`src/rtl/sync_fifo_pkg.sv`:
```
`default_nettype none
// ============================================================================
// Module   : sync_fifo_pkg
// Purpose  : Shared sizing helpers and default thresholds for sync_fifo_ext
//            and its storage sub-module.
// Contents : ptr_w()   - pointer width for a given depth
//            cnt_w()   - occupancy counter width (holds 0..DEPTH)
//            is_pow2() - power-of-two test used by elaboration checks
//            DEF_*     - default depth and threshold constants
// Revision : 1.0 - initial release
// ============================================================================
package sync_fifo_pkg;

  localparam int DEF_DEPTH     = 16;
  localparam int DEF_AE_THRESH = 2;
  // almost_full default sits this many entries below DEPTH
  localparam int DEF_AF_MARGIN = 2;

  function automatic int ptr_w(input int depth);
    return (depth > 1) ? $clog2(depth) : 1;
  endfunction

  // One extra bit so the counter can represent DEPTH itself
  function automatic int cnt_w(input int depth);
    return ptr_w(depth) + 1;
  endfunction

  function automatic bit is_pow2(input int v);
    return (v > 0) && ((v & (v - 1)) == 0);
  endfunction

endpackage
`default_nettype wire

```
`src/rtl/fifo_mem_2p.sv`:
```
`default_nettype none
// ============================================================================
// Module   : fifo_mem_2p
// Purpose  : Register-array storage, one synchronous write port and one
//            asynchronous (combinational) read port. Contents are not reset.
// Ports    : clk        - write clock
//            wr_en_i    - write strobe
//            wr_addr_i  - write address
//            wr_data_i  - write data
//            rd_addr_i  - read address
//            rd_data_o  - read data (combinational from rd_addr_i)
// Revision : 1.0 - initial release
// ============================================================================
module fifo_mem_2p #(
  parameter int DATA_WIDTH = 8,
  parameter int DEPTH      = 16,
  parameter int ADDR_W     = 4
) (
  input  logic                  clk,
  input  logic                  wr_en_i,
  input  logic [ADDR_W-1:0]     wr_addr_i,
  input  logic [DATA_WIDTH-1:0] wr_data_i,
  input  logic [ADDR_W-1:0]     rd_addr_i,
  output logic [DATA_WIDTH-1:0] rd_data_o
);

  logic [DATA_WIDTH-1:0] mem_q [DEPTH];

  always_ff @(posedge clk) begin
    if (wr_en_i) begin
      mem_q[wr_addr_i] <= wr_data_i;
    end
  end

  assign rd_data_o = mem_q[rd_addr_i];

endmodule
`default_nettype wire

```
`src/rtl/sync_fifo_ext.sv`:
```
`default_nettype none
// ============================================================================
// Module   : sync_fifo_ext
// Purpose  : Parametrised single-clock FIFO with almost-full/almost-empty
//            thresholds, overflow/underflow pulses and optional
//            first-word-fall-through read mode.
// Ports    : clk              - rising-edge clock
//            rst              - asynchronous active-high reset
//            wr_en_i/data_in_i- write request / data
//            rd_en_i          - read request (FWFT: pop of head word)
//            data_out_o       - read data
//            full_o/empty_o   - occupancy == DEPTH / == 0
//            almost_full_o    - count >= AF_THRESH
//            almost_empty_o   - count <= AE_THRESH
//            count_o          - occupancy 0..DEPTH
//            overflow_o       - one-cycle pulse after a write while full
//            underflow_o      - one-cycle pulse after a read while empty
// Revision : 1.0 - initial release
// ============================================================================
module sync_fifo_ext
  import sync_fifo_pkg::*;
#(
  parameter int DATA_WIDTH = 8,
  parameter int DEPTH      = DEF_DEPTH,
  parameter int AF_THRESH  = DEPTH - DEF_AF_MARGIN,
  parameter int AE_THRESH  = DEF_AE_THRESH,
  parameter int FWFT       = 0
) (
  input  logic                      clk,
  input  logic                      rst,
  input  logic                      wr_en_i,
  input  logic [DATA_WIDTH-1:0]     data_in_i,
  input  logic                      rd_en_i,
  output logic [DATA_WIDTH-1:0]     data_out_o,
  output logic                      full_o,
  output logic                      empty_o,
  output logic                      almost_full_o,
  output logic                      almost_empty_o,
  output logic [cnt_w(DEPTH)-1:0]   count_o,
  output logic                      overflow_o,
  output logic                      underflow_o
);

  localparam int PTR_W = ptr_w(DEPTH);
  localparam int CNT_W = cnt_w(DEPTH);

  localparam logic [CNT_W-1:0] DEPTH_C = CNT_W'(DEPTH);
  localparam logic [CNT_W-1:0] AF_C    = CNT_W'(AF_THRESH);
  localparam logic [CNT_W-1:0] AE_C    = CNT_W'(AE_THRESH);

  // Parameter sanity: abort elaboration on illegal configurations
  if (DATA_WIDTH < 1) begin : g_chk_width
    $fatal(1, "sync_fifo_ext: DATA_WIDTH must be >= 1");
  end
  if ((DEPTH < 2) || !is_pow2(DEPTH)) begin : g_chk_depth
    $fatal(1, "sync_fifo_ext: DEPTH must be a power of two >= 2");
  end
  if ((AF_THRESH < 1) || (AF_THRESH > DEPTH)) begin : g_chk_af
    $fatal(1, "sync_fifo_ext: AF_THRESH must be in 1..DEPTH");
  end
  if ((AE_THRESH < 0) || (AE_THRESH > DEPTH - 1)) begin : g_chk_ae
    $fatal(1, "sync_fifo_ext: AE_THRESH must be in 0..DEPTH-1");
  end

  logic [PTR_W-1:0]      wr_ptr_q, rd_ptr_q;
  logic [CNT_W-1:0]      count_q, count_d;
  logic                  full_q, empty_q, afull_q, aempty_q;
  logic                  ovf_q, unf_q;
  logic                  wr_acc, rd_acc;
  logic [DATA_WIDTH-1:0] mem_rd;

  // Acceptance uses the registered flags, so a full FIFO still takes a
  // read and an empty one still takes a write on the same edge.
  assign wr_acc = wr_en_i & ~full_q;
  assign rd_acc = rd_en_i & ~empty_q;

  always_comb begin
    count_d = count_q;
    case ({wr_acc, rd_acc})
      2'b10:   count_d = count_q + CNT_W'(1);
      2'b01:   count_d = count_q - CNT_W'(1);
      default: count_d = count_q;
    endcase
  end

  // Flags are derived from count_d so they are valid right after the edge
  always_ff @(posedge clk or posedge rst) begin
    if (rst) begin
      wr_ptr_q <= '0;
      rd_ptr_q <= '0;
      count_q  <= '0;
      full_q   <= 1'b0;
      empty_q  <= 1'b1;
      afull_q  <= 1'b0;
      aempty_q <= 1'b1;
      ovf_q    <= 1'b0;
      unf_q    <= 1'b0;
    end else begin
      if (wr_acc) wr_ptr_q <= wr_ptr_q + PTR_W'(1);
      if (rd_acc) rd_ptr_q <= rd_ptr_q + PTR_W'(1);
      count_q  <= count_d;
      full_q   <= (count_d == DEPTH_C);
      empty_q  <= (count_d == '0);
      afull_q  <= (count_d >= AF_C);
      aempty_q <= (count_d <= AE_C);
      ovf_q    <= wr_en_i & full_q;
      unf_q    <= rd_en_i & empty_q;
    end
  end

  fifo_mem_2p #(
    .DATA_WIDTH (DATA_WIDTH),
    .DEPTH      (DEPTH),
    .ADDR_W     (PTR_W)
  ) u_mem (
    .clk       (clk),
    .wr_en_i   (wr_acc),
    .wr_addr_i (wr_ptr_q),
    .wr_data_i (data_in_i),
    .rd_addr_i (rd_ptr_q),
    .rd_data_o (mem_rd)
  );

  if (FWFT != 0) begin : g_fwft
    // Head word is shown directly; zero while nothing valid is stored
    assign data_out_o = empty_q ? '0 : mem_rd;
  end else begin : g_std
    logic [DATA_WIDTH-1:0] dout_q;
    always_ff @(posedge clk or posedge rst) begin
      if (rst) begin
        dout_q <= '0;
      end else if (rd_acc) begin
        dout_q <= mem_rd;
      end
    end
    assign data_out_o = dout_q;
  end

  assign full_o         = full_q;
  assign empty_o        = empty_q;
  assign almost_full_o  = afull_q;
  assign almost_empty_o = aempty_q;
  assign count_o        = count_q;
  assign overflow_o     = ovf_q;
  assign underflow_o    = unf_q;

endmodule
`default_nettype wire

```
`config.mk`:
```
export PLATFORM = sky130hd
export DESIGN_NAME = sync_fifo_ext
export DESIGN_NICKNAME = d
export VERILOG_FILES = /design/src/rtl/sync_fifo_pkg.sv /design/src/rtl/fifo_mem_2p.sv /design/src/rtl/sync_fifo_ext.sv
export SDC_FILE = /design/constraint.sdc
export NUM_CORES = 1
export LEC_CHECK = 0
export ABC_AREA = 0
export CAP_MARGIN = 25
export CORE_UTILIZATION = 54
export DETAILED_ROUTE_END_ITERATION = 12
export PLACE_DENSITY = 0.76
export RECOVER_POWER = 50
export SLEW_MARGIN = 20
export SYNTH_ARGS = -nofsm -noshare
export SYNTH_HDL_FRONTEND = slang
export SYNTH_HIERARCHICAL = 1
export SYNTH_SLANG_ARGS = --single-unit
```
`constraint.sdc`:
```
create_clock -name clk -period 2.4 [get_ports clk]
set_clock_uncertainty 0.05 [all_clocks]
set_input_delay 0.48 -clock clk [delete_from_list [all_inputs] [get_ports clk]]
set_output_delay 0.48 -clock clk [all_outputs]
set_load 0.03 [all_outputs]
```
* Yosys cells after proc, flatten, opt, wreduce, memory -nomap -nowiden
Memory sizes are Yosys's and may differ from the RTL's. A register that Yosys moved wholly into a read port is not among the register bits. Cells that the tools add are included.
Word-level totals: output and inout bits 19, memory bits (writable) 128, logic and storage cells 29, input port bits 12, memories kept 1, bits in registers 19
Cells by class: multiplexer cells 3, $lt $le $gt $ge 2, equal/unequal tests 3, reduce and logical (&&, ||, !) cells 1, bitwise gates (word level) 6, add/subtract/negate cells 4
Memory list:
- u_mem.mem_q | depth 16, width 8, read ports 1, clocked after memory_dff 1, write ports 1, RTL line fifo_mem_2p.sv:27 | logic [DATA_WIDTH-1:0] mem_q [DEPTH];
Operator list (number):
- $pmux W5 S2 | 1
- $add A4 B1 Y4 const B | 2
- $add A5 B1 Y5 const B | 1
- $eq A5 B5 Y1 const B | 1
- $ge A5 B4 Y1 const B | 1
- $le A5 B2 Y1 const B | 1
- $logic_not A5 Y1 | 1
- $sub A5 B1 Y5 const B | 1
- $and A1 B1 Y1 | 4
- $eq A2 B1 Y1 const B | 1
- $eq A2 B2 Y1 const B | 1
- $mux W1 | 2
- $not A1 Y1 | 2

* Longest topological paths before layout
Gate-level depths: netlist of the first run.
depth in word-level cells 5, gate-level depth with buffers 12, depth with buffers taken out 10

* Cells and area by module
Netlist of the first run, hierarchy kept.
By module, submodules not included:
- fifo_mem_2p | sequential area each 3843.7 µm², cells each 221, times used 1, area each 4987.3 µm²
- sync_fifo_ext | sequential area each 678.2 µm², cells each 112, times used 1, area each 1265.0 µm²

* Worst setup path after synthesis of the first run
Ideal clock, no wire load.
kind flip-flop to flip-flop, from register empty_q (netlist: empty_o), to register aempty_q (netlist: almost_empty_o), arrival 2.665 ns, buffers on the path 2, slack -0.420 ns, stages on the path, launching flop included 12, setup time 0.105 ns, required time 2.245 ns, cell sequence dfstp_2 -> nand2b_1 -> inv_1 -> clkbuf_1 -> ha_1 -> clkbuf_8 -> xor2_1 -> ha_1 -> a211oi_1 -> nor4_4 -> xor2_2 -> a2111oi_2
On the way: longest elaborated chain between the ends 5
Ends and longest elaborated chain:
- start, declared | RTL line sync_fifo_ext.sv:67 | logic full_q, empty_q, afull_q, aempty_q;
- start signal, assigned | RTL line sync_fifo_ext.sv:103 | empty_q <= (count_d == '0);
- $not A1 Y1 * | RTL line sync_fifo_ext.sv:75 | assign rd_acc = rd_en_i & ~empty_q;
- $and A1 B1 Y1 * | RTL line sync_fifo_ext.sv:75
- $eq A2 B1 Y1 / $eq A2 B2 Y1 (equally long branches) | RTL line sync_fifo_ext.sv:79 | case ({wr_acc, rd_acc})
- $pmux W5 S2 * | RTL line sync_fifo_ext.sv:79
- net count_d[4] | RTL line sync_fifo_ext.sv:66 | logic [CNT_W-1:0] count_q, count_d;
- $le A5 B2 Y1 * | RTL line sync_fifo_ext.sv:105 | aempty_q <= (count_d <= AE_C);
- end signal, assigned | RTL line sync_fifo_ext.sv:105
- end, declared | RTL line sync_fifo_ext.sv:67
Mark *: on every way through the listed nets, which the timed path passes. The rest lies on a longest branch. A chain may end at the register's enable or synchronous reset.

* Final worst setup path of the first run
from register count_q[1] (netlist: count_o[1]), to output port count_o[1]
RTL lines:
- start, declared | RTL line sync_fifo_ext.sv:66
- start signal, assigned | RTL line sync_fifo_ext.sv:101 | count_q <= count_d;
- end, declared | RTL line sync_fifo_ext.sv:39 | output logic [cnt_w(DEPTH)-1:0] count_o,
No word-level cell between the ends.

==> flow_summary.json, run 1 <==
{
  "area_growth_syn_to_layout_pct": 19.7,
  "place_inst": 517,
  "path_cells": "clkdlybuf4s50_1",
  "clk_pin_slew_ns": 0.06,
  "ys_warn_count": 6,
  "clock_sinks": 155,
  "synth_top_area_cell": "edfxtp_1",
  "ir_worst_vdd_v": 0.00164,
  "drt_wl_total_um": 12000,
  "timing.rr.start": "empty_o",
  "violations": "capacitance limit, slew limit",
  "clkPwrFrac_pct": 27.6,
  "antenna_cells": 0,
  "port_buffers": 30,
  "synth.most_common_cell": "edfxtp_1",
  "end_kind": "primary output",
  "fin_tns_setup_ns": 0,
  "max_slew_margin_pct": -1.16,
  "hpwl_um": 7350,
  "grt_pass1_wl_um": 18300,
  "ys_seq_elements": 155,
  "timing.rr.end": "almost_full_o",
  "clk_latency_ns": 0.42,
  "clockRootBuffer": "clkbuf_16",
  "p_per_area_nw_per_um2": 1250,
  "gp_congestion": 0.784,
  "avgViaCountPerCell": 5.82,
  "yosysSeqAreaShare_pct": 72.3,
  "die_area_um2": 12000,
  "die_w_um": 110,
  "clock_path_buffers": 2,
  "drt_iter0_markers": 266,
  "wl_per_cell_um": 21.9,
  "leakagePower_nw": 2.65,
  "synth_async_sr_flop_share_pct": 17.4,
  "layout-drive-gt1-share_pct": 23.0,
  "setup.worst_path.start_class": "flop",
  "place_ws_ns": -0.453,
  "synth_common_cells": "edfxtp_1, nand2_1, dfrtp_1",
  "synth-main-ff-cell": "edfxtp_1",
  "setup_slack_ns": 0.0809,
  "internal_power_mw": 6.38,
  "rows": 38,
  "antenna_found_initial": 0,
  "min_to": "underflow_o",
  "reg2reg_setup_slack_ns": 0.12,
  "place_area_um2": 6900,
  "cts_setup_buffers": 0,
  "holdCritPathClass": "in2reg",
  "hold_start": "rd_en_i",
  "final_util_pct": 67.5,
  "max_freq_mhz": 431,
  "cts_inserted_buffers": 17,
  "cp_top_family": "buffers and inverters",
  "slowest_delay_ns": 0.76,
  "cts_tree": "built",
  "worstHoldPathCells": 2,
  "setup_viol": 0,
  "ios": 31,
  "drtAntennaViolNets": 0,
  "cap_violations": 1,
  "critPathBufInv": 1,
  "worst-path-stages": 1,
  "nets": 413,
  "synth_area_leaders": "edfxtp_1, dfrtp_1, mux4_2",
  "syn_area_per_cell_um2": 18.8,
  "grt_overflow": 0,
  "vias": 3188,
  "htree_levels": 4,
  "slowest_stage": "clkdlybuf4s50_1",
  "p_comb_share_pct": 32.9,
  "core-area_um2": 11100,
  "grt_pass1_vias": 3287,
  "period_share_pct": 96.6,
  "switchingPower_mw": 2.99,
  "startpoint": "count_o[1]",
  "yosysTopAreaCellShare_pct": 61.5,
  "switching_share_pct": 31.9,
  "netlist_area_um2": 6250,
  "path_max_fanout": 9,
  "synth-edff-count": 128,
  "period_needed_ns": 2.32,
  "cp.arrival_ns": 1.79,
  "slew_violations": 28,
  "crit_type": "reg2out",
  "instances_no_fill": 548,
  "track_usage_pct": 22.4,
  "r2r_cells": 10,
  "power_frac_seq_pct": 39.5,
  "cp.required_ns": 1.87,
  "worstMarginPinSlew_ns": 1.52,
  "route.detailed.drc": 0,
  "first_pass_iters": 4,
  "status": "finished, violations left",
  "synth_cell_types": 43,
  "syn-num-nets": 350,
  "grt_max_degree": 36,
  "start_util_pct": 56.4,
  "netlist_instances": 333,
  "fin_area_um2": 7480,
  "finalHoldViolCount": 0,
  "die_h_um": 110,
  "fill_cells": 724
}
power groups by stage:
stage / Sequential [mW] / Combinational (mW) / Clock [mW]
6_report: 3.70 / 3.08 / 2.59
5_1_grt: 3.75 / 3.31 / 2.75
4_1_cts: 3.69 / 3.09 / 2.63
3_5_place_dp: 3.73 / 3.06 / 0
3_3_place_gp: 3.71 / 3.01 / 0
2_1_floorplan: 3.92 / 1.91 / 0
layer usage:
layer	global-route usage [%]	part of all wire, %
met2	33.7	49
met3	7.11	6.0
met1	31.3	43
met4	7.71	1.7
met5	0	0
sequential cells by signal (all words and copies together), names as in the netlist:
register	flops
u_mem/mem_q	128
data_out_o	8
count_o	5
rd_ptr_q	4
wr_ptr_q	4
almost_empty_o	1
almost_full_o	1
empty_o	1
full_o	1
overflow_o	1
underflow_o	1
logic make-up after synthesis:
family / after synthesis / synth area share [%]
flip-flops: 155 / 72.3
AND/OR/NAND/NOR: 81 / 6.50
multiplexers: 34 / 12.7
AO/OA/AOI/OAI: 27 / 3.42
buffers and inverters: 19 / 2.22
XOR/XNOR: 12 / 1.80
adder cells (fa/ha/maj): 5 / 1.00
worst max path at each step:
stage / to / slack (ns)
after floorplan: full_o / -0.11
after global placement: almost_empty_o / -0.35
after detailed placement: full_o / -0.45
after CTS: full_o / 0.0004
after global routing: almost_empty_o / -0.03
final: count_o[1] / 0.08
stage by stage:
| stage | hold slack, ns | power [mW] |
|---|---|---|
| after floorplan | 0.437 | 5.83 |
| after global placement | 0.410 | 6.72 |
| after detailed placement | 0.419 | 6.79 |
| after CTS | 0.375 | 9.41 |
| after global routing | 0.323 | 9.81 |
| final | 0.342 | 9.38 |
what timing repair did:
action | CTS | global route
hold endpoints to repair | 0 | 0
hold buffers | 0 | 0
setup endpoints to repair | 1 | 5
resized for setup | 0 | 9
gates cloned | 0 | 0
pin swaps | 2 | 3
layout by cell type (no fill, tap or decap), types with 3 or more instances in the layout:
master,count
dlygate4sd3_1,8
xnor2_1,6
nand2b_1,3
nor3_1,5
edfxtp_1,128
and2_1,3
nand2_1,39
clkbuf_1,8
clkbuf_16,17
dfrtp_1,24
mux4_1,14
ha_1,3
clkdlybuf4s50_1,21
mux4_2,18
xor2_2,3
buf_4,25
a22oi_1,16
nor2_1,14
clkinv_1,3
bufinv_16,3
xor2_1,3
layout make-up:
cell class / count / area, µm² / area share [%]
Timing Repair Buffer: 60 / 542 / 7.24
Multi-Input combinational cell: 159 / 1660 / 22.2
Tap cell: 140 / 175 / 2.34
Clock inverter: 9 / 123 / 1.64
Clock buffer: 22 / 444 / 5.94
Sequential cell: 155 / 4520 / 60.5
Inverter: 3 / 11.3 / 0.151
No activity file was read; power rests on OpenSTA's default activity.
==> inputs of run 2 (changes only) <==
--- a/config.mk
+++ b/config.mk
@@ -6,11 +6,10 @@
 export NUM_CORES = 1
 export LEC_CHECK = 0
 export ABC_AREA = 0
-export CAP_MARGIN = 25
+export CAP_MARGIN = 5
 export CORE_UTILIZATION = 54
 export DETAILED_ROUTE_END_ITERATION = 12
 export PLACE_DENSITY = 0.76
-export RECOVER_POWER = 50
 export SLEW_MARGIN = 20
 export SYNTH_ARGS = -nofsm -noshare
 export SYNTH_HDL_FRONTEND = slang
==> flow_summary.json, run 2 (synthesis gave the netlist of run 1 again) <==
{
  "fill_cells": 718,
  "ios": 31,
  "final_cell_mix": "edfxtp_1, nand2_1, clkdlybuf4s50_1",
  "ir_worst_vdd_v": 0.00163,
  "slowest_stage": "clkdlybuf4s50_1",
  "start_util_pct": 56.4,
  "cp_top_family": "buffers and inverters",
  "layout-drive-gt1-share_pct": 23.8,
  "fin_area_um2": 7490,
  "die_area_um2": 12000,
  "cts_tree": "built",
  "grt_overflow": 0,
  "setup_viol": 0,
  "finalPower_mw": 9.38,
  "path_max_fanout": 9,
  "vias": 3171,
  "largest_reg_flops": 128,
  "end_kind": "primary output",
  "max_slew_margin_pct": 52.3,
  "clock_path_buffers": 2,
  "clockRootBuffer": "clkbuf_16",
  "track_usage_pct": 22.4,
  "setup.worst_path.start_class": "flop",
  "antenna_cells": 0,
  "slew_violations": 0,
  "p_per_area_nw_per_um2": 1250,
  "htree_levels": 4,
  "avgViaCountPerCell": 5.79,
  "first_pass_iters": 5,
  "grt_pass1_wl_um": 18300,
  "drtAntennaViolNets": 0,
  "clk_pin_slew_ns": 0.06,
  "die_h_um": 110,
  "path_cells": "clkdlybuf4s50_1",
  "whs_ns": 0.344,
  "cts_setup_buffers": 0,
  "rows": 38,
  "worstMarginPinSlew_ns": 0.715,
  "wl_per_cell_um": 22.0,
  "place_inst": 517,
  "nets": 413,
  "port_buffers": 30,
  "drt_iter0_markers": 283,
  "cp.required_ns": 1.87,
  "max_freq_mhz": 431,
  "gp_congestion": 0.784,
  "core-area_um2": 11100,
  "hpwl_um": 7350,
  "antenna_found_initial": 0,
  "area_growth_syn_to_layout_pct": 19.9,
  "leakagePower_nw": 2.66,
  "cp.arrival_ns": 1.79,
  "clk_latency_ns": 0.42,
  "place_area_um2": 6900,
  "grt_max_degree": 36,
  "cts_hold_buffers": 0,
  "crit_type": "reg2out",
  "drt_wl_total_um": 12000,
  "slowest_delay_ns": 0.76,
  "status": "complete, no violations",
  "layout_commonest_cell": "edfxtp_1",
  "finalHoldViolCount": 0,
  "cts_inserted_buffers": 17,
  "cap_violations": 0,
  "die_w_um": 110,
  "critPathBufInv": 1,
  "holdCritPathClass": "in2reg",
  "period_needed_ns": 2.32,
  "route.detailed.drc": 0,
  "grt_pass1_vias": 3287,
  "instances_no_fill": 548,
  "clock_sinks": 155,
  "period_share_pct": 96.7,
  "regMostFlops": "u_mem/mem_q"
}
run 2: path summary, 6_finish.rpt:
kind | from | end | slack, ns | cells after the start
worst max-delay path | count_o[1] | count_o[1] | 0.08 | 1
worst min-delay path | rd_en_i | underflow_o | 0.34 | 2
worst max register to register | empty_o | almost_full_o | 0.11 | 10
worst min register to register | data_out_o[6] | data_out_o[6] | 0.43 | 2
max in group asynchronous | rst | almost_empty_o | 1.62 | 3
min in group asynchronous | rst | wr_ptr_q[3] | 0.38 | 3
run 2: power breakdown:
part,switching [mW],internal (mW),total [mW]
logic,1.70,1.40,3.10
registers,0.321,3.38,3.70
clock network,0.969,1.62,2.58
total,2.99,6.40,9.38
run 2: repair_timing:
| action | 4_1_cts | 5_1_grt |
|---|---|---|
| pin swaps | 2 | 3 |
| setup endpoints to repair | 1 | 5 |
| resized for setup | 0 | 9 |
run 2: through the flow:
stage	util (%)	setup slack (ns)	TNS (ns)
after floorplan	-	-0.110	-0.288
after global placement	62.2	-0.345	-4.71
after detailed placement	62.2	-0.453	-5.30
after CTS	67.4	0.000359	0
after global routing	67.6	-0.0291	-0.0392
final	67.6	0.0781	0
run 2: final cells by class:
type	instances	area, µm²	area share, %
tap	140	175	2.34
multi-input combinational	159	1660	22.2
timing repair buffer	60	553	7.38
inverter	3	11.3	0.150
clock buffer	22	444	5.93
sequential	155	4520	60.4
clock inverter	9	123	1.64
run 2: layer usage:
layer / routed length (µm) / global-route usage (%) / vias up / part of all wire (%)
li1: - / - / 1444 / -
met1: 5250 / 31.3 / 1625 / 44
met2: 5900 / 33.7 / 83 / 49
met3: 697 / 7.11 / 19 / 5.8
met4: 194 / 7.71 / 0 / 1.6
met5: 0 / 0 / - / 0
